### src/rtl/uart_pkg.sv
// Shared definitions for the memory-mapped UART: register offsets,
// STATUS bit positions and the serial FSM state encodings.
package uart_pkg;

  localparam logic [1:0] REG_DATA   = 2'd0;
  localparam logic [1:0] REG_STATUS = 2'd1;
  localparam logic [1:0] REG_BAUD   = 2'd2;
  localparam logic [1:0] REG_IRQ_EN = 2'd3;

  localparam int ST_TX_EMPTY = 0;
  localparam int ST_TX_FULL  = 1;
  localparam int ST_TX_BUSY  = 2;
  localparam int ST_RX_VALID = 3;
  localparam int ST_RX_OVR   = 4;
  localparam int ST_RX_FERR  = 5;
  localparam int ST_TX_OVF   = 6;

  typedef enum logic [1:0] {
    TX_IDLE, TX_START, TX_DATA, TX_STOP
  } tx_state_t;

  typedef enum logic [1:0] {
    RX_IDLE, RX_START, RX_DATA, RX_STOP
  } rx_state_t;

  function automatic logic [15:0] eff_div(input logic [15:0] d);
    return (d == 16'd0) ? 16'd1 : d;
  endfunction

endpackage

### src/rtl/uart_mmio_sync_fifo.sv
// Synchronous FIFO holding bytes queued for the UART transmitter.
// Pushes while full are dropped; pops while empty are ignored.
module sync_fifo #(
  parameter int W   = 8,
  parameter int DL2 = 4
) (
  input  logic         clk,
  input  logic         reset_i,
  input  logic         push_i,
  input  logic [W-1:0] data_i,
  input  logic         pop_i,
  output logic [W-1:0] data_o,
  output logic         full_o,
  output logic         empty_o,
  output logic [DL2:0] level_o
);

  localparam logic [DL2:0] DEPTH = {1'b1, {DL2{1'b0}}};

  logic [W-1:0]   mem_q [2**DL2];
  logic [DL2-1:0] wp_q, wp_d;
  logic [DL2-1:0] rp_q, rp_d;
  logic [DL2:0]   lvl_q, lvl_d;
  logic           do_push, do_pop;

  assign full_o  = (lvl_q == DEPTH);
  assign empty_o = (lvl_q == '0);
  assign level_o = lvl_q;
  assign data_o  = mem_q[rp_q];
  assign do_push = push_i && !full_o;
  assign do_pop  = pop_i && !empty_o;

  always_comb begin
    wp_d  = do_push ? wp_q + 1'b1 : wp_q;
    rp_d  = do_pop ? rp_q + 1'b1 : rp_q;
    lvl_d = lvl_q;
    unique case ({do_push, do_pop})
      2'b10:   lvl_d = lvl_q + 1'b1;
      2'b01:   lvl_d = lvl_q - 1'b1;
      default: lvl_d = lvl_q;
    endcase
  end

  always_ff @(posedge clk) begin
    if (!reset_i) begin
      wp_q  <= '0;
      rp_q  <= '0;
      lvl_q <= '0;
    end else begin
      wp_q  <= wp_d;
      rp_q  <= rp_d;
      lvl_q <= lvl_d;
    end
  end

  always_ff @(posedge clk) begin
    if (do_push) mem_q[wp_q] <= data_i;
  end

endmodule

### src/rtl/uart_mmio.sv
// Memory-mapped UART: TX FIFO, RX holding register, flags, baud divisor.
// Define UART_IRQ_EN to add the irq_o output and the IRQ_EN register.
module uart_mmio
  import uart_pkg::*;
#(
  parameter logic [15:0] CLK_DIV_DEFAULT = 16'd434,
  parameter int          FIFO_DEPTH_LOG2 = 4
) (
  input  logic        clk,
  input  logic        reset_i,
  input  logic        sel_i,
  input  logic [31:0] addr_i,
  input  logic        we_i,
  input  logic [3:0]  wr_mask_i,
  input  logic [31:0] data_i,
  output logic [31:0] data_o,
  input  logic        uart_rx_i,
  output logic        uart_tx_o
`ifdef UART_IRQ_EN
  ,
  output logic        irq_o
`endif
);

  logic [1:0]  rsel;
  logic        wr, push;
  logic [3:0]  w1c;
  logic [15:0] div_q, div_d, div_e, half_e;
  logic        unused_bits;

  assign rsel = addr_i[3:2];
  assign wr   = sel_i && we_i;
  assign push = wr && (rsel == REG_DATA) && wr_mask_i[0];
  assign w1c  = (wr && rsel == REG_STATUS && wr_mask_i[0]) ? data_i[6:3] : 4'b0;
  assign unused_bits = ^{addr_i[31:4], addr_i[1:0], data_i[31:16]};

  always_comb begin
    div_d = div_q;
    if (wr && rsel == REG_BAUD) begin
      if (wr_mask_i[0]) div_d[7:0]  = data_i[7:0];
      if (wr_mask_i[1]) div_d[15:8] = data_i[15:8];
    end
  end

  assign div_e  = eff_div(div_q);
  assign half_e = ((div_e >> 1) == 16'd0) ? 16'd1 : (div_e >> 1);

  logic                     fifo_full, fifo_empty, tx_pop;
  logic [7:0]               fifo_rd;
  logic [FIFO_DEPTH_LOG2:0] fifo_level;

  sync_fifo #(.W(8), .DL2(FIFO_DEPTH_LOG2)) u_fifo (
    .clk     (clk),
    .reset_i (reset_i),
    .push_i  (push),
    .data_i  (data_i[7:0]),
    .pop_i   (tx_pop),
    .data_o  (fifo_rd),
    .full_o  (fifo_full),
    .empty_o (fifo_empty),
    .level_o (fifo_level)
  );

  tx_state_t   tx_q, tx_d;
  logic [15:0] tcnt_q, tcnt_d;
  logic [2:0]  tbit_q, tbit_d;
  logic [7:0]  tsh_q, tsh_d;
  logic        ttick, tx_busy;

  assign ttick = (tcnt_q == 16'd0);

  always_ff @(posedge clk) begin
    if (!reset_i) begin
      tx_q   <= TX_IDLE;
      tcnt_q <= '0;
      tbit_q <= '0;
      tsh_q  <= '0;
    end else begin
      tx_q   <= tx_d;
      tcnt_q <= tcnt_d;
      tbit_q <= tbit_d;
      tsh_q  <= tsh_d;
    end
  end

  // Every bit boundary reloads from the live divisor.
  always_comb begin
    tx_d   = tx_q;
    tcnt_d = ttick ? tcnt_q : tcnt_q - 1'b1;
    tbit_d = tbit_q;
    tsh_d  = tsh_q;
    tx_pop = 1'b0;
    unique case (tx_q)
      TX_IDLE: begin
        tcnt_d = tcnt_q;
        if (!fifo_empty) begin
          tx_pop = 1'b1;
          tx_d   = TX_START;
          tcnt_d = div_e - 1'b1;
          tsh_d  = fifo_rd;
        end
      end
      TX_START: if (ttick) begin
        tx_d   = TX_DATA;
        tcnt_d = div_e - 1'b1;
        tbit_d = '0;
      end
      TX_DATA: if (ttick) begin
        tcnt_d = div_e - 1'b1;
        tsh_d  = tsh_q >> 1;
        tbit_d = tbit_q + 1'b1;
        if (tbit_q == 3'd7) tx_d = TX_STOP;
      end
      TX_STOP: if (ttick) begin
        tcnt_d = div_e - 1'b1;
        if (!fifo_empty) begin
          tx_pop = 1'b1;
          tx_d   = TX_START;
          tsh_d  = fifo_rd;
        end else begin
          tx_d = TX_IDLE;
        end
      end
      default: tx_d = TX_IDLE;
    endcase
  end

  always_comb begin
    tx_busy   = (tx_q != TX_IDLE);
    uart_tx_o = 1'b1;
    if (tx_q == TX_START) uart_tx_o = 1'b0;
    if (tx_q == TX_DATA)  uart_tx_o = tsh_q[0];
  end

  logic        rs1_q, rs2_q, rs3_q;
  rx_state_t   rx_q, rx_d;
  logic [15:0] rcnt_q, rcnt_d;
  logic [2:0]  rbit_q, rbit_d;
  logic [7:0]  rsh_q, rsh_d;
  logic        rtick, rx_load, rx_ferr_set;

  assign rtick = (rcnt_q == 16'd0);

  always_ff @(posedge clk) begin
    if (!reset_i) begin
      rs1_q  <= 1'b1;
      rs2_q  <= 1'b1;
      rs3_q  <= 1'b1;
      rx_q   <= RX_IDLE;
      rcnt_q <= '0;
      rbit_q <= '0;
      rsh_q  <= '0;
    end else begin
      rs1_q  <= uart_rx_i;
      rs2_q  <= rs1_q;
      rs3_q  <= rs2_q;
      rx_q   <= rx_d;
      rcnt_q <= rcnt_d;
      rbit_q <= rbit_d;
      rsh_q  <= rsh_d;
    end
  end

  always_comb begin
    rx_d   = rx_q;
    rcnt_d = rtick ? rcnt_q : rcnt_q - 1'b1;
    rbit_d = rbit_q;
    rsh_d  = rsh_q;
    unique case (rx_q)
      RX_IDLE: begin
        rcnt_d = rcnt_q;
        if (rs3_q && !rs2_q) begin
          rx_d   = RX_START;
          rcnt_d = half_e - 1'b1;
        end
      end
      RX_START: if (rtick) begin
        rx_d   = rs2_q ? RX_IDLE : RX_DATA;
        rcnt_d = div_e - 1'b1;
        rbit_d = '0;
      end
      RX_DATA: if (rtick) begin
        rcnt_d = div_e - 1'b1;
        rsh_d  = {rs2_q, rsh_q[7:1]};
        rbit_d = rbit_q + 1'b1;
        if (rbit_q == 3'd7) rx_d = RX_STOP;
      end
      RX_STOP: if (rtick) rx_d = RX_IDLE;
      default: rx_d = RX_IDLE;
    endcase
  end

  always_comb begin
    rx_load     = (rx_q == RX_STOP) && rtick && rs2_q;
    rx_ferr_set = (rx_q == RX_STOP) && rtick && !rs2_q;
  end

  logic       rx_valid_q, rx_valid_d;
  logic       rx_ovr_q, rx_ovr_d;
  logic       rx_ferr_q, rx_ferr_d;
  logic       tx_ovf_q, tx_ovf_d;
  logic [7:0] rx_byte_q, rx_byte_d;

  // A new byte beats a same-cycle acknowledge and is not an overrun.
  always_comb begin
    rx_valid_d = rx_load | (rx_valid_q & ~w1c[0]);
    rx_byte_d  = rx_load ? rsh_q : rx_byte_q;
    rx_ovr_d   = (rx_load & rx_valid_q & ~w1c[0]) | (rx_ovr_q & ~w1c[1]);
    rx_ferr_d  = rx_ferr_set | (rx_ferr_q & ~w1c[2]);
    tx_ovf_d   = (push & fifo_full) | (tx_ovf_q & ~w1c[3]);
  end

  always_ff @(posedge clk) begin
    if (!reset_i) begin
      div_q      <= CLK_DIV_DEFAULT;
      rx_valid_q <= 1'b0;
      rx_ovr_q   <= 1'b0;
      rx_ferr_q  <= 1'b0;
      tx_ovf_q   <= 1'b0;
      rx_byte_q  <= '0;
    end else begin
      div_q      <= div_d;
      rx_valid_q <= rx_valid_d;
      rx_ovr_q   <= rx_ovr_d;
      rx_ferr_q  <= rx_ferr_d;
      tx_ovf_q   <= tx_ovf_d;
      rx_byte_q  <= rx_byte_d;
    end
  end

  logic [31:0] reg3_rd;

`ifdef UART_IRQ_EN
  logic [1:0] irq_en_q, irq_en_d;
  logic       irq_q;

  assign irq_en_d = (wr && rsel == REG_IRQ_EN && wr_mask_i[0]) ?
                    data_i[1:0] : irq_en_q;

  always_ff @(posedge clk) begin
    if (!reset_i) begin
      irq_en_q <= '0;
      irq_q    <= 1'b0;
    end else begin
      irq_en_q <= irq_en_d;
      irq_q    <= (irq_en_q[0] && rx_valid_q) ||
                  (irq_en_q[1] && fifo_empty && !tx_busy);
    end
  end

  assign irq_o   = irq_q;
  assign reg3_rd = {30'b0, irq_en_q};
`else
  assign reg3_rd = '0;
`endif

  logic [31:0] status;

  always_comb begin
    status                = '0;
    status[15:8]          = 8'(fifo_level);
    status[ST_TX_EMPTY]   = fifo_empty;
    status[ST_TX_FULL]    = fifo_full;
    status[ST_TX_BUSY]    = tx_busy;
    status[ST_RX_VALID]   = rx_valid_q;
    status[ST_RX_OVR]     = rx_ovr_q;
    status[ST_RX_FERR]    = rx_ferr_q;
    status[ST_TX_OVF]     = tx_ovf_q;
  end

  always_comb begin
    data_o = '0;
    if (sel_i) begin
      unique case (rsel)
        REG_DATA:   data_o = {23'b0, rx_valid_q, rx_byte_q};
        REG_STATUS: data_o = status;
        REG_BAUD:   data_o = {16'b0, div_q};
        default:    data_o = reg3_rd;
      endcase
    end
  end

endmodule

### config.mk
export PLATFORM = sky130hd
export DESIGN_NAME = uart_mmio
export DESIGN_NICKNAME = d
export VERILOG_FILES = /design/src/rtl/uart_pkg.sv /design/src/rtl/uart_mmio_sync_fifo.sv /design/src/rtl/uart_mmio.sv
export SDC_FILE = /design/constraint.sdc
export NUM_CORES = 1
export LEC_CHECK = 0
export ABC_AREA = 1
export CAP_MARGIN = 25
export CORE_UTILIZATION = 45
export DETAILED_ROUTE_END_ITERATION = 10
export PLACE_DENSITY = 0.65
export SETUP_SLACK_MARGIN = 0.5
export SLEW_MARGIN = 20
export SYNTH_ARGS = -nofsm -noshare
export SYNTH_HDL_FRONTEND = slang
export SYNTH_SLANG_ARGS = --single-unit
### constraint.sdc
create_clock -name clk -period 2.4 [get_ports clk]
set_input_delay 0.36 -clock clk [delete_from_list [all_inputs] [get_ports clk]]
set_output_delay 0.36 -clock clk [all_outputs]
set_load 0.02 [all_outputs]
# [Word level (Yosys, flattened, before mapping)]
# Memories as Yosys holds them, arrays and structs flattened. A register that Yosys moved wholly into a read port is not among the register bits.
# Cells that the tools add are included.
[op_classes] addsub=10 eq_ne=23 muxes=46 n_bitwise=15 n_reduce_logical=38
[op_table] cell="$mux 16" count=7
[op_table] cell="$logic_not 16->1" count=4
[op_table] cell="$pmux 16 s2" count=2
[op_table] cell="$pmux 16 s3" count=1
[op_table] cell="$sub 16x1->16 const B" count=3
[op_table] cell="$mux 8" count=3
[op_table] cell="$pmux 8 s3" count=1
[op_table] cell="$mux 2" count=11
[op_table] cell="$ne 2x2->1 const B" count=10
[op_table] cell="$pmux 2 s4" count=2
[op_table] cell="$sub 15x1->16 const B" count=1
[op_table] cell="$mux 15" count=1
[op_table] cell="$eq 2x2->1 const B" count=6
[op_table] cell="$logic_and 1x1->1" count=12
[op_table] cell="$mux 3" count=4
[op_table] cell="$mux 4" count=3
[op_table] cell="$pmux 3 s2" count=2
[op_table] cell="$pmux 5 s2" count=1
[op_table] cell="$reduce_and 5->1" count=2
[op_table] cell="$reduce_and 3->1" count=3
[op_table] cell="$add 4x1->4 const B" count=2
[op_table] cell="$eq 2x1->1 const B" count=4
[op_table] cell="$reduce_bool 2->1" count=4
[op_table] cell="$and 1x1->1" count=7
[op_table] cell="other kinds (16)" count=36
[totals] reg_bits=102 ramBits=128 input_bits=73 output_inout_bits=33 mem_count=1
[mem_list] name="u_fifo.mem_q" depth=16 word_bits=8 rd=1 rd_clocked_by_memory_dff=1 write_ports=1 line="uart_mmio_sync_fifo.sv:20" source="logic [W-1:0] mem_q [2**DL2];"

# [Depth between registers and ports, before layout]
# Gate-level depths: netlist (run 1).
[logic_depth] ltp_word=7 depth_mapped=18

# [By module]
# A second synthesis (run 1) with hierarchy kept.
[hier_totals] hier_cells=1442 hier_area_um2=11960.2
[by_module_without_submodules] mod="sync_fifo" n_inst=1 cells_per_inst=544 area_per_inst_um2=6200.9
[by_module_without_submodules] mod="uart_mmio" n_inst=1 cells_per_inst=898 area_per_inst_um2=5759.3

# [Worst setup path after synthesis (run 1)]
# No wires, ideal clock.
[synth_path] path_type="register to register" from="reg tcnt_q[0]" to="reg u_fifo.lvl_q[4], in the netlist u_fifo.level_o[4]" t_arrival_ps=2455 t_required_ps=2330 setup_slack_ps=-124 path_stages_with_launch=19 path_buffers=0 period_less_slack_ps=2524 path_cell_list="dfxtp_1 inv_1 ha_1 nand4_1 nor3_1 nand3_1 o21ai_0 nand2_1 inv_1 ha_1 inv_1 fa_1 inv_1 a31oi_1 inv_1 o21ai_0 a21oi_1 o21ai_0 a21oi_1"
[synth_via] elab_chain_len=6 word_cells_on_any_way=8 classes_between="eq/ne: 2; mux: 3; reduce/logical: 3"
[synth_rtl] item="from (decl)" line="uart_mmio.sv:65" source="logic [15:0] tcnt_q, tcnt_d;"
[synth_rtl] item="from (signal assigned)" line="uart_mmio.sv:80" source="tcnt_q <= tcnt_d;"
[synth_rtl] item="$logic_not 16->1 (*)" line="uart_mmio.sv:70" source="assign ttick = (tcnt_q == 16'd0);"
[synth_rtl] item="$mux 1 (*)" line="uart_mmio.sv:114" source="TX_STOP: if (ttick) begin"
[synth_rtl] item="$pmux 1 s2 (*)" line="uart_mmio.sv:93" source="unique case (tx_q)"
[synth_rtl] item="$logic_and 1x1->1 (*)" line="uart_mmio_sync_fifo.sv:31" source="assign do_pop = pop_i && !empty_o;"
[synth_rtl] item="via u_fifo.do_pop" line="uart_mmio_sync_fifo.sv:24" source="logic do_push, do_pop;"
[synth_rtl] item="$eq 2x1->1 / $eq 2x2->1 (equally long branches)" line="uart_mmio_sync_fifo.sv:37" source="unique case ({do_push, do_pop})"
[synth_rtl] item="$pmux 5 s2 / $reduce_bool 2->1 (equally long branches)"
[synth_rtl] item="to (signal assigned)" line="uart_mmio_sync_fifo.sv:52" source="lvl_q <= lvl_d;"
[synth_rtl] item="to (decl)" line="uart_mmio_sync_fifo.sv:23" source="logic [DL2:0] lvl_q, lvl_d;"
# The timed path passes the listed nets; every way through them passes the cells marked *.
# A chain may end at the register's enable or synchronous reset.

# [Worst setup path after layout (run 1)]
[layout_path] from="reg tcnt_q[1]" to="reg u_fifo.lvl_q[4], in the netlist u_fifo.level_o[4]"
# Same word-level chain as after synthesis.

==> results.txt, run 1 <==
----------------------------------------------------
[Outcome]
  Status ... finished, violations left
  Failing checks ... negative setup slack

[Clock tree]
  Number of levels in the clock H-tree ... 1
  Count of clock tree sinks ... between 200 and 250
  Root buffer cell ... sky130_fd_sc_hd__clkbuf_16
  Worst-Skew Late Latency ... 540 ps
  TritonCTS clock tree ... yes
  Num CTS Buffers ... 27
  Clock-pin slew reported for the worst setup and hold paths after clock tree synthesis ... approximately 60 ps
  Clock Path Buffers ... 3

[STA]
  Pins Over Slew Limit ... 0
  Worst hold slack after final layout ... between 150 and 200 ps
  Number of failing hold endpoints at the final stage ... 0
  Final critical-path required period ... 2670 ps
  Highest achievable clock rate ... roughly 370 MHz
  Maximum clock skew at final layout ... 19.0 ps
  Least-Margin Pin Slew ... ~840 ps
  Period Utilization, post-route ... 111%
  # setup viols final ... 3
  Final worst slack ... -274 ps
  RSZ-0062 raised after global routing ... yes
  Worst max-slew margin expressed relative to the limit ... around 43%

[Final layout]
  Number of nets in the layout ... 1680
  Layout Area Growth over Synthesis ... 40.4%
  Inserted Diodes ... 0
  Layout cell share with drive strength beyond 1 ... 34.8%
  Final cell count without fillers ... 1929
  Post-layout util ... approximately two thirds
  Layout filler cell count ... between 1500 and 2000

[Global routing]
  Pin count of the biggest net entering global routing ... between 50 and 60
  Number of antenna violations at the first check in global routing ... 0
  Overall track demand over capacity in global routing ... between 20% and 30%
  Number of global-route vias before repair ... 9606
  Global-route wire length before repair ... just over 50000 microns
  Grt total ovfl ... 0

[Power]
  Leakage ... ~0.0064 uW
  Worst VDD drop ... 0.00100 V
  Design Power ... 17400 uW
  PwrDens ... ~1100 nW/um^2

[Yosys]
  Top cells by instance count after synthesis ... 205 x sky130_fd_sc_hd__nand2_1, 162 x sky130_fd_sc_hd__nor2_1, 148 x sky130_fd_sc_hd__o21ai_0
  Cell with the most instances after synthesis ... sky130_fd_sc_hd__nand2_1
  Share of the synthesized area in the top cell type ... between 30% and 40%
  Synthesis Warnings ... 0
  Async set-reset flop share out of synthesis ... 0%
  Sequential cell area fraction in the yosys report ... 51.2%
  Flop and latch count out of synthesis ... approximately 230
  Synth Cell Area ... between 10000 and 15000 sq um
  Post-synth EDFFs ... about 130
  Number of distinct library cells after synthesis ... 52
  Cells after Synth ... about 1300
  Post-Syn Area per Cell ... between 8 and 9 sq um
  Cell type with the largest total area after synthesis ... sky130_fd_sc_hd__edfxtp_1
  Leading post-synthesis cells by cell area ... sky130_fd_sc_hd__edfxtp_1 33%, sky130_fd_sc_hd__dfxtp_1 18%, sky130_fd_sc_hd__nand2_1 6.6%
  Commonest register cell after synthesis ... sky130_fd_sc_hd__edfxtp_1

[Job]
  Max-cap violations ... 0

[Route]
  Routed wire length ... ~35000 microns
  Via count ... about 11000
  DRC errors left ... 0
  Total iterations of the first detailed-routing run ... 5
  Number of routed nets with antenna violations ... 0
  Post-DR wirelength/cell ... ~18 microns
  Initial drt markers ... about 1200
  Detail-routed via count per cell ... 5.59

[Critical path]
  Max Fanout on Critical Path ... 6
  Kind of launch point of the worst setup path ... flop
  Data arrival time at the worst-slack endpoint ... between 3000 and 4000 ps
  Worst Path Class, Setup ... flop to flop
  Path depth of the worst reg2reg path ... 18
  Reg2Reg Launch Point ... tcnt_q[1]
  End of the worst register-to-register path ... u_fifo.level_o[4]
  Start point of the critical path ... tcnt_q[1]
  Endpoint kind of the worst setup timing path ... flop
  Flop2flop setup slack ... -270 ps
  Required @ worst endpoint ... 2870 ps
  Worst Setup EP ... u_fifo.level_o[4]

[Placement]
  Final GP Congestion ... 0.885
  HPWL after detailed placement ... around 21000 microns
  Placed cell count ... ~1800
  IO Port Bufs ... about 40

[Floorplan]
  I/O pin cnt ... approximately 110
  Number of rows created at floorplan ... a little under 60
  X dimension of the die ... about 160 microns
  Initial core utilization ... between 40% and 50%
  Height of the die ... 163 microns
  Placeable core region ... roughly 25000 sq um
  DIE AREA ... approximately 27000 sq um

[Worst hold path]
  Hold path depth ... 3
  Class of the worst hold path ... input pin to flop

----------------------------------------------------
[power by group]
| part | switching [uW] | total [uW] | internal (uW) |
|---|---|---|---|
| clock network | 1660 | 4180 | 2520 |
| registers | 387 | 5020 | 4630 |
| logic | 4670 | 8190 | 3520 |
| total | 6720 | 17400 | 10700 |
[sequential cells by signal, indices dropped and copies added (netlist names), named ones only]
register	cells
tx_ovf_q	1
rx_ferr_q	1
rsh_q	8
rbit_q	3
rs2_q	1
div_q	16
rcnt_q	16
u_fifo.mem_q	128
u_fifo.rp_q	4
rx_valid_q	1
tsh_q	8
rx_byte_q	8
rs1_q	1
tcnt_q	16
rs3_q	1
rx_q	1
tbit_q	3
u_fifo.wp_q	4
rx_ovr_q	1
u_fifo.level_o	5
tx_q	2
[stage by stage]
| step | instance area (sq um) | setup TNS, ps | worst slack [ps] |
|---|---|---|---|
| 2_1_floorplan | 11800 | 0 | 59.6 |
| 3_3_place_gp | 13400 | -8950 | -259 |
| 3_5_place_dp | 13400 | -12550 | -290 |
| 4_1_cts | 15000 | -452 | -210 |
| 5_1_grt | 16400 | -1230 | -391 |
| 6_report | 16400 | -742 | -274 |
[cells in the final DEF (no fill, tap or decap), types with 9 or more instances in the layout]
master	Yosys	final
sky130_fd_sc_hd__nand2_1	205	172
sky130_fd_sc_hd__buf_4	18	149
sky130_fd_sc_hd__edfxtp_1	128	128
sky130_fd_sc_hd__o21ai_0	148	123
sky130_fd_sc_hd__nor2_1	162	121
sky130_fd_sc_hd__a21oi_1	120	97
sky130_fd_sc_hd__inv_1	113	80
sky130_fd_sc_hd__dfxtp_1	106	80
sky130_fd_sc_hd__buf_6	3	65
sky130_fd_sc_hd__nor2_4	8	47
sky130_fd_sc_hd__nand3_1	50	39
sky130_fd_sc_hd__clkbuf_16	0	30
sky130_fd_sc_hd__inv_2	10	29
sky130_fd_sc_hd__nand2_2	6	25
sky130_fd_sc_hd__a21oi_2	2	23
sky130_fd_sc_hd__o221ai_1	24	22
sky130_fd_sc_hd__dfxtp_2	0	21
sky130_fd_sc_hd__clkdlybuf4s50_1	0	21
sky130_fd_sc_hd__o21ai_1	7	19
sky130_fd_sc_hd__o211ai_1	17	17
sky130_fd_sc_hd__buf_12	0	17
sky130_fd_sc_hd__ha_1	28	16
sky130_fd_sc_hd__conb_1	1	16
sky130_fd_sc_hd__nor2_2	13	15
sky130_fd_sc_hd__nand2_4	4	14
sky130_fd_sc_hd__o21ai_2	2	14
sky130_fd_sc_hd__nand3_2	2	12
sky130_fd_sc_hd__nand4_1	11	11
sky130_fd_sc_hd__nor3_1	12	10
sky130_fd_sc_hd__o22ai_1	13	10
sky130_fd_sc_hd__ha_4	0	10
sky130_fd_sc_hd__inv_4	0	9
sky130_fd_sc_hd__xnor2_1	10	9
[kinds of logic after synthesis]
family / after synthesis / synth area share (%)
XOR/XNOR: 26 / 1.96
AO/OA/AOI/OAI: 368 / 18.1
AND/OR/NAND/NOR: 486 / 18.4
other: 1 / 0.0322
buffers and inverters: 194 / 7.12
flip-flops: 234 / 51.2
adder cells (fa/ha/maj): 29 / 3.18
[final cells by class]
type                    count  area, sq um  area share, %
clock inverters            12          129          0.788
repair inverters            1         7.51         0.0459
multi-input cells         925         5960           36.5
clock buffers              38          790           4.83
flip-flops and latches    234         6010           36.8
inverters                 127          528           3.23
well taps                 330          413           2.52
repair buffers            262         2510           15.4
[worst min-delay path by stage]
stage                       start        to  slack, ps
after global routing      reset_i  rsh_q[4]        210
final                     reset_i  rsh_q[7]        200
after global placement      rs1_q     rs2_q        400
after detailed placement    rs1_q     rs2_q        420
after CTS                 reset_i  rsh_q[7]        190
after floorplan             rs1_q     rs2_q        390
[routing by layer]
layer | global-route usage (%) | share of wire, % | vias to the layer above
met5 | 0 | 0 | -
met4 | 7.90 | 3.7 | 0
met3 | 3.54 | 7.1 | 99
met2 | 39.0 | 47 | 455
met1 | 33.2 | 42 | 5150
li1 | - | - | 5078
[critical path, cell delays in order, from the launching register on]
cell and delay [ps]:
sky130_fd_sc_hd__dfxtp_2 330, sky130_fd_sc_hd__inv_2 90, sky130_fd_sc_hd__ha_4 140, sky130_fd_sc_hd__nand4_1 140, sky130_fd_sc_hd__nor3_4 210, sky130_fd_sc_hd__nand3_2 110, sky130_fd_sc_hd__o21ai_1 110, sky130_fd_sc_hd__nand2_1 120
sky130_fd_sc_hd__inv_2 120, sky130_fd_sc_hd__ha_4 200, sky130_fd_sc_hd__inv_2 50, sky130_fd_sc_hd__fa_2 340, sky130_fd_sc_hd__inv_2 50, sky130_fd_sc_hd__a31oi_1 70, sky130_fd_sc_hd__inv_1 120, sky130_fd_sc_hd__o21ai_2 90
sky130_fd_sc_hd__a21oi_4 130, sky130_fd_sc_hd__o21ai_1 70, sky130_fd_sc_hd__a21oi_1 120
[what timing repair did]
item | CTS | global route
hold buffers | 0 | 0
pin swaps | 49 | 95
gates cloned | 0 | 2
setup endpoints to repair | 183 | 206
buffers inserted | 42 | 55
hold endpoints to repair | 0 | 0
resized for setup | 204 | 250
Power figures use the tool's default switching activity.
==> run 2, diff against run 1 <==
--- a/config.mk
+++ b/config.mk
@@ -9,7 +9,7 @@
 export CAP_MARGIN = 25
 export CORE_UTILIZATION = 45
 export DETAILED_ROUTE_END_ITERATION = 10
-export PLACE_DENSITY = 0.65
+export PLACE_DENSITY = 0.78
 export SETUP_SLACK_MARGIN = 0.5
 export SLEW_MARGIN = 20
 export SYNTH_ARGS = -nofsm -noshare
==> results.txt, run 2 (synthesis gave the netlist of run 1 again) <==
----------------------------------------------------
[STA]
  Highest achievable clock rate ... 366 MHz (-2.1%)
  Pins Over Slew Limit ... 0 (unchanged)
  Period Utilization, post-route ... 114% (+2.4 points)
  Least-Margin Pin Slew ... 855 ps (+9.67 ps)
  Final worst slack ... -331 ps (-56.5 ps)
  Final critical-path required period ... 2730 ps (+56.5 ps)
  # setup viols final ... 7 (+4)
  Number of failing hold endpoints at the final stage ... 0 (unchanged)
  Maximum clock skew at final layout ... 22.3 ps (+3.33 ps)
  RSZ-0062 raised after global routing ... yes
  Worst max-slew margin expressed relative to the limit ... 42.8% (-0.65 points)
  Summed negative setup slack over all endpoints ... -904 ps (-162 ps)

[Critical path]
  Worst Path Class, Setup ... flop to flop
  Max Fanout on Critical Path ... 4 (-2)
  Required @ worst endpoint ... 2840 ps (-30 ps)
  Endpoint kind of the worst setup timing path ... flop
  Kind of launch point of the worst setup path ... flop
  Data arrival time at the worst-slack endpoint ... 3170 ps (+30 ps)

[Final layout]
  Layout Area Growth over Synthesis ... 39.1%
  Most frequent standard cell in the layout excluding fill and tap cells ... sky130_fd_sc_hd__nand2_1
  Max reg flops ... 128 (unchanged)
  Final design instance area without fill ... 16200 sq um (-0.90%)
  Layout filler cell count ... 1737 (-8.5%)
  Inserted Diodes ... 0 (unchanged)
  Commonest non-fill, non-tap cells in the layout ... 172 x sky130_fd_sc_hd__nand2_1, 146 x sky130_fd_sc_hd__buf_4, 135 x sky130_fd_sc_hd__o21ai_0
  Most flops, register ... u_fifo.mem_q
  Layout cell share with drive strength beyond 1 ... 34.6% (-0.22 points)
  Number of nets in the layout ... 1672 (-0.48%)
  Post-layout util ... 64.2% (-0.58 points)

[Floorplan]
  I/O pin cnt ... 106 (unchanged)
  Initial core utilization ... 46.1% (unchanged)
  X dimension of the die ... 163 microns (unchanged)
  Placeable core region ... 25300 sq um (unchanged)
  DIE AREA ... 26500 sq um (unchanged)
  Number of rows created at floorplan ... 58 (unchanged)
  Height of the die ... 163 microns (unchanged)

[Route]
  Via count ... 12009 (+11%)
  Routed wire length ... 42700 microns (+23%)
  Total met2 wirelength after detailed routing ... 19500 microns (+18%)
  Met3 wire length ... 5080 microns (+100%)
  WL met1 ... 15000 microns (+2.6%)
  Total iterations of the first detailed-routing run ... 7 (+2)
  Post-DR wirelength/cell ... 22.3 microns (+23%)
  Initial drt markers ... 1786 (+54%)
  Number of routed nets with antenna violations ... 0 (unchanged)
  DRC errors left ... 0 (unchanged)
  Detail-routed via count per cell ... 6.26 (+12%)
  Highest layer used for signal routing ... met5

[Global routing]
  Number of antenna violations at the first check in global routing ... 1 (+1)
  Global-route wire length before repair ... 53700 microns (+6.7%)
  Pin count of the biggest net entering global routing ... 67 (+20%)
  Overall track demand over capacity in global routing ... 25.5% (+1.4 points)
  Number of global-route vias before repair ... 10436 (+8.6%)
  Grt total ovfl ... 0 (unchanged)

[Power]
  Leakage ... 0.00634 uW (-0.62%)
  Worst VDD drop ... 0.000841 V (-16%)
  PwrDens ... 1100 nW/um^2 (+3.3%)

[Clock tree]
  CTS Hold Buffers Added ... 0 (unchanged)
  Worst-Skew Late Latency ... 560 ps (+20 ps)
  Clock-pin slew reported for the worst setup and hold paths after clock tree synthesis ... 60 ps (about the same)
  TritonCTS clock tree ... yes
  Clock Path Buffers ... 3 (unchanged)
  Number of levels in the clock H-tree ... 1 (unchanged)
  Root buffer cell ... sky130_fd_sc_hd__clkbuf_16
  Num CTS Buffers ... 25 (-7.4%)
  Count of clock tree sinks ... 234 (unchanged)

[Placement]
  HPWL after detailed placement ... 21200 microns (-0.51%)
  Area post-placement ... 13300 sq um (-0.65%)
  IO Port Bufs ... 41 (unchanged)
  Final GP Congestion ... 0.926 (+4.7%)

[Outcome]
  Status ... finished, violations left
  Failing checks ... negative setup slack

[Worst hold path]
  Class of the worst hold path ... input pin to flop

[Job]
  Max-cap violations ... 0 (unchanged)

----------------------------------------------------
-- run 2: area by class of cell --
cell class / instances / area [sq um] / share of cell area [%]
clock buffers: 36 / 728 / 4.49
clock inverters: 10 / 148 / 0.911
inverters: 127 / 522 / 3.22
multi-input cells: 925 / 5970 / 36.8
flip-flops and latches: 234 / 6010 / 37.1
well taps: 330 / 413 / 2.55
repair buffers: 257 / 2420 / 14.9
-- run 2: metal layers --
metal,vias up,global-route usage (%)
met1,5568,33.2
li1,5057,-
met2,1060,41.4
met4,2,11.9
met5,-,0
met3,322,4.35
-- run 2: power breakdown --
group | switching (uW) | total [uW] | leakage (uW) | internal, uW
clock network | 1730 | 4170 | 0.000421 | 2450
logic | 5140 | 8570 | 0.00390 | 3430
registers | 411 | 5050 | 0.00202 | 4630
-- run 2: final timing paths --
kind	slack [ps]	to	cells after the start	from
setup / recovery	-330	u_fifo.level_o[4]	19	tcnt_q[0]
setup reg to reg	-330	u_fifo.level_o[4]	19	tcnt_q[0]
hold / removal	220	tx_ovf_q	4	addr_i[3]
hold reg to reg	450	rs2_q	1	rs1_q
-- run 2: repair_timing --
action / in CTS / in global routing
gates cloned: 0 / 1
buffers inserted: 51 / 51
resized for setup: 207 / 226
pin swaps: 62 / 115
setup endpoints to repair: 187 / 222
hold endpoints to repair: 0 / 0
-- run 2: worst max-delay path, cell delays in order (launching register included) --
cell and delay [ps]:
sky130_fd_sc_hd__dfxtp_2 330, sky130_fd_sc_hd__inv_2 90, sky130_fd_sc_hd__ha_4 130, sky130_fd_sc_hd__nand4_1 160, sky130_fd_sc_hd__nor3_4 290, sky130_fd_sc_hd__nand3_2 90, sky130_fd_sc_hd__o21ai_1 100, sky130_fd_sc_hd__nand2_1 140
sky130_fd_sc_hd__inv_2 130, sky130_fd_sc_hd__ha_4 170, sky130_fd_sc_hd__buf_6 100, sky130_fd_sc_hd__ha_4 200, sky130_fd_sc_hd__nand2_2 60, sky130_fd_sc_hd__nand2_1 40, sky130_fd_sc_hd__a31oi_1 140, sky130_fd_sc_hd__inv_1 90
sky130_fd_sc_hd__o21ai_2 150, sky130_fd_sc_hd__a21oi_2 50, sky130_fd_sc_hd__o21ai_1 110, sky130_fd_sc_hd__a21oi_1 50
-- run 2: per-stage QoR --
| stage | cells | total power, uW | setup WS [ps] | hold slack (ps) |
|---|---|---|---|---|
| 2_1_floorplan | 1353 | 9100 | 59.6 | 393 |
| 3_3_place_gp | 1770 | 10800 | -263 | 445 |
| 3_5_place_dp | 1770 | 10900 | -326 | 444 |
| 4_1_cts | 1867 | 15600 | -150 | 268 |
| 5_1_grt | 1919 | 18500 | -463 | 243 |
| 6_report | 1919 | 17800 | -331 | 222 |
==> edit (config.mk and constraints of run 1) <==
`FIFO_DEPTH_LOG2`: 4 -> 5.
--- a/src/rtl/uart_mmio.sv
+++ b/src/rtl/uart_mmio.sv
@@ -6,3 +6,3 @@
   parameter logic [15:0] CLK_DIV_DEFAULT = 16'd434,
-  parameter int          FIFO_DEPTH_LOG2 = 4
+  parameter int          FIFO_DEPTH_LOG2 = 5
 ) (
Check against the original RTL: no difference found for any inputs over 4 cycles, from zero or initial values and one cycle with reset_i low; that may be too few to reach the edited logic, so the function may still have changed.
==> edit against run 1 <==
Critical path depth rose by 3; worst hold slack improved by 130 ps; design area up 33%; power up 30%; sequential cell count is 132 higher; critical endpoint is now u_fifo.level_o[5]$_SDFFE_PN0P_; routed wire length up 38%; core utilization is 6.0 points lower; setup slack better by 3.9 ps; area after synthesis increased by 46%; largest cell class unchanged; the run still ends with setup timing left; highest routed layer is now met5.
==> edit: results (changes against run 1) <==
| Metric | Value |
|---|---|
| Area contributors post-synth | `edfxtp_1, dfxtp_1, o21ai_0, nor2_1, nand2_1 (was edfxtp_1, dfxtp_1, nand2_1, o21ai_0, nor2_1)` |
| Wire length on met3 | `3550 um (was 2480 um)` |
| Bufs w/o clock | `281 (was 262)` |
| Placed cells | `2402 (was 1780)` |
| Core ar. | `36900 um2 (was 25300 um2)` |
| Nonclk inv count | `147 (was 128)` |
| GPL Wtd Cong | `0.913 (was 0.885)` |
| Detailed Route WL | `48100 um (was 34900 um)` |
| Register area share after synthesis | `58.1% (was 51.2%)` |
| Cts bufs inserted | `39 (was 27)` |
| Failing checks | `setup timing (unchanged)` |
| Status | `complete, but fails checks (unchanged)` |
| CP max-delay cell | `dfxtp_2 (was fa_2)` |
| Synth Warn # | `0 (unchanged)` |
| Multi-input combinational area share | `32.1% (was 36.5%)` |
| Worst Setup SP | `tcnt_q[4]$_SDFFE_PN0P_ (was tcnt_q[1]$_SDFFE_PN0P_)` |
| Setup Buffers After CTS | `62 (was 42)` |
| Fraction of area in registers | `45.9% (was 36.8%)` |
| #MultiIn Comb | `1183 (was 925)` |
| Met2 WL | `23000 um (was 16500 um)` |
| Placed Area | `19100 um2 (was 13400 um2)` |
| Vias per cell | `5.56 (was 5.59)` |
| Power Sequential | `7.54 mW (was 5.02 mW)` |
| Arrival @ worst endpoint | `3110 ps (was 3140 ps)` |
| GRT Util Overall | `25.0% (was 24.1%)` |
| Crit-path leading delay family | `simple AND/OR/NAND/NOR gates (was adder cells)` |
| Met1 global-route usage | `34.1% (was 33.2%)` |
| Place WS | `-330 ps (was -290 ps)` |
| Final setup TNS | `-937 ps (was -742 ps)` |
| Met2 Usage GRT | `41.2% (was 39.0%)` |
| M1 WL | `20200 um (was 14600 um)` |
| Leak | `8.17 nW (was 6.38 nW)` |
| Internal power | `14.3 mW (was 10.7 mW)` |
| Non-Filler Instances | `2551 (was 1929)` |
| Final Skew | `12.3 ps (was 19.0 ps)` |
| Peak supply drop | `597 uV (was 1000 uV)` |
| GR Util met3 | `3.42% (was 3.54%)` |
| Hpwl dp | `30100 um (was 21300 um)` |
| Comb pwr share | `41.0% (was 47.1%)` |
| Clock buf/inv share | `5.66% (was 5.62%)` |
| Non-clk buf share | `10.8% (was 15.4%)` |
| First-pass GRT wire length | `75400 um (was 50300 um)` |
| Final net count | `2121 (was 1680)` |
| CLK BUF | `55 (was 38)` |
| Vias in the first global route | `13900 (was 9606)` |
| # setup viols final | `7 (was 3)` |
| Max reg flops | `256 (was 128)` |
| Post-synth EDFFs | `256 (was 128)` |
| Final setup margin | `-270 ps (was -274 ps)` |
| Largest Register | `u_fifo.mem_q (unchanged)` |
| Antenna violations before repair | `1 (was 0)` |
| Slew at the pin closest to its max-slew limit | `822 ps (was 845 ps)` |
| Largest net degree at the start of global routing | `73 (was 56)` |
| Switching Power | `8.37 mW (was 6.72 mW)` |
| Critical Path Fanout Max | `4 (was 6)` |
| Layout cell share with drive strength beyond 1 | `26.2% (was 34.8%)` |
| Fill cells | `3076 (was 1899)` |
| CTS resizes | `273 (was 204)` |
-- edit: changes by cell type in the layout (fill, tap and decap cells not counted), moves of 10 or more --
cell,change
buf_4,+58
a21oi_1,-10
o221ai_1,+29
inv_1,+30
edfxtp_1,+128
o21ai_0,+84
nor2_4,-16
nand3_1,+65
buf_12,-10
nor2_1,+117
buf_6,-34
-- edit: logic make-up after synthesis --
family          share of synthesized area [%]
simple gates                             16.9
buf+inv                                  6.00
xor+xnor                                 1.34
fa+ha+maj                                2.25
compound gates                           15.3
other cells                            0.0220
flops                                    58.1
-- edit: worst paths after layout --
| kind | to | slack [ps] | cells after the start |
|---|---|---|---|
| worst max-delay path | u_fifo.level_o[5]$_SDFFE_PN0P_ | -270 | 21 |
| worst max register to register | u_fifo.level_o[5]$_SDFFE_PN0P_ | -270 | 21 |
| worst min-delay path | rx_valid_q$_SDFF_PN0_ | 330 | 3 |
| worst min register to register | rs2_q$_SDFF_PN1_ | 430 | 1 |
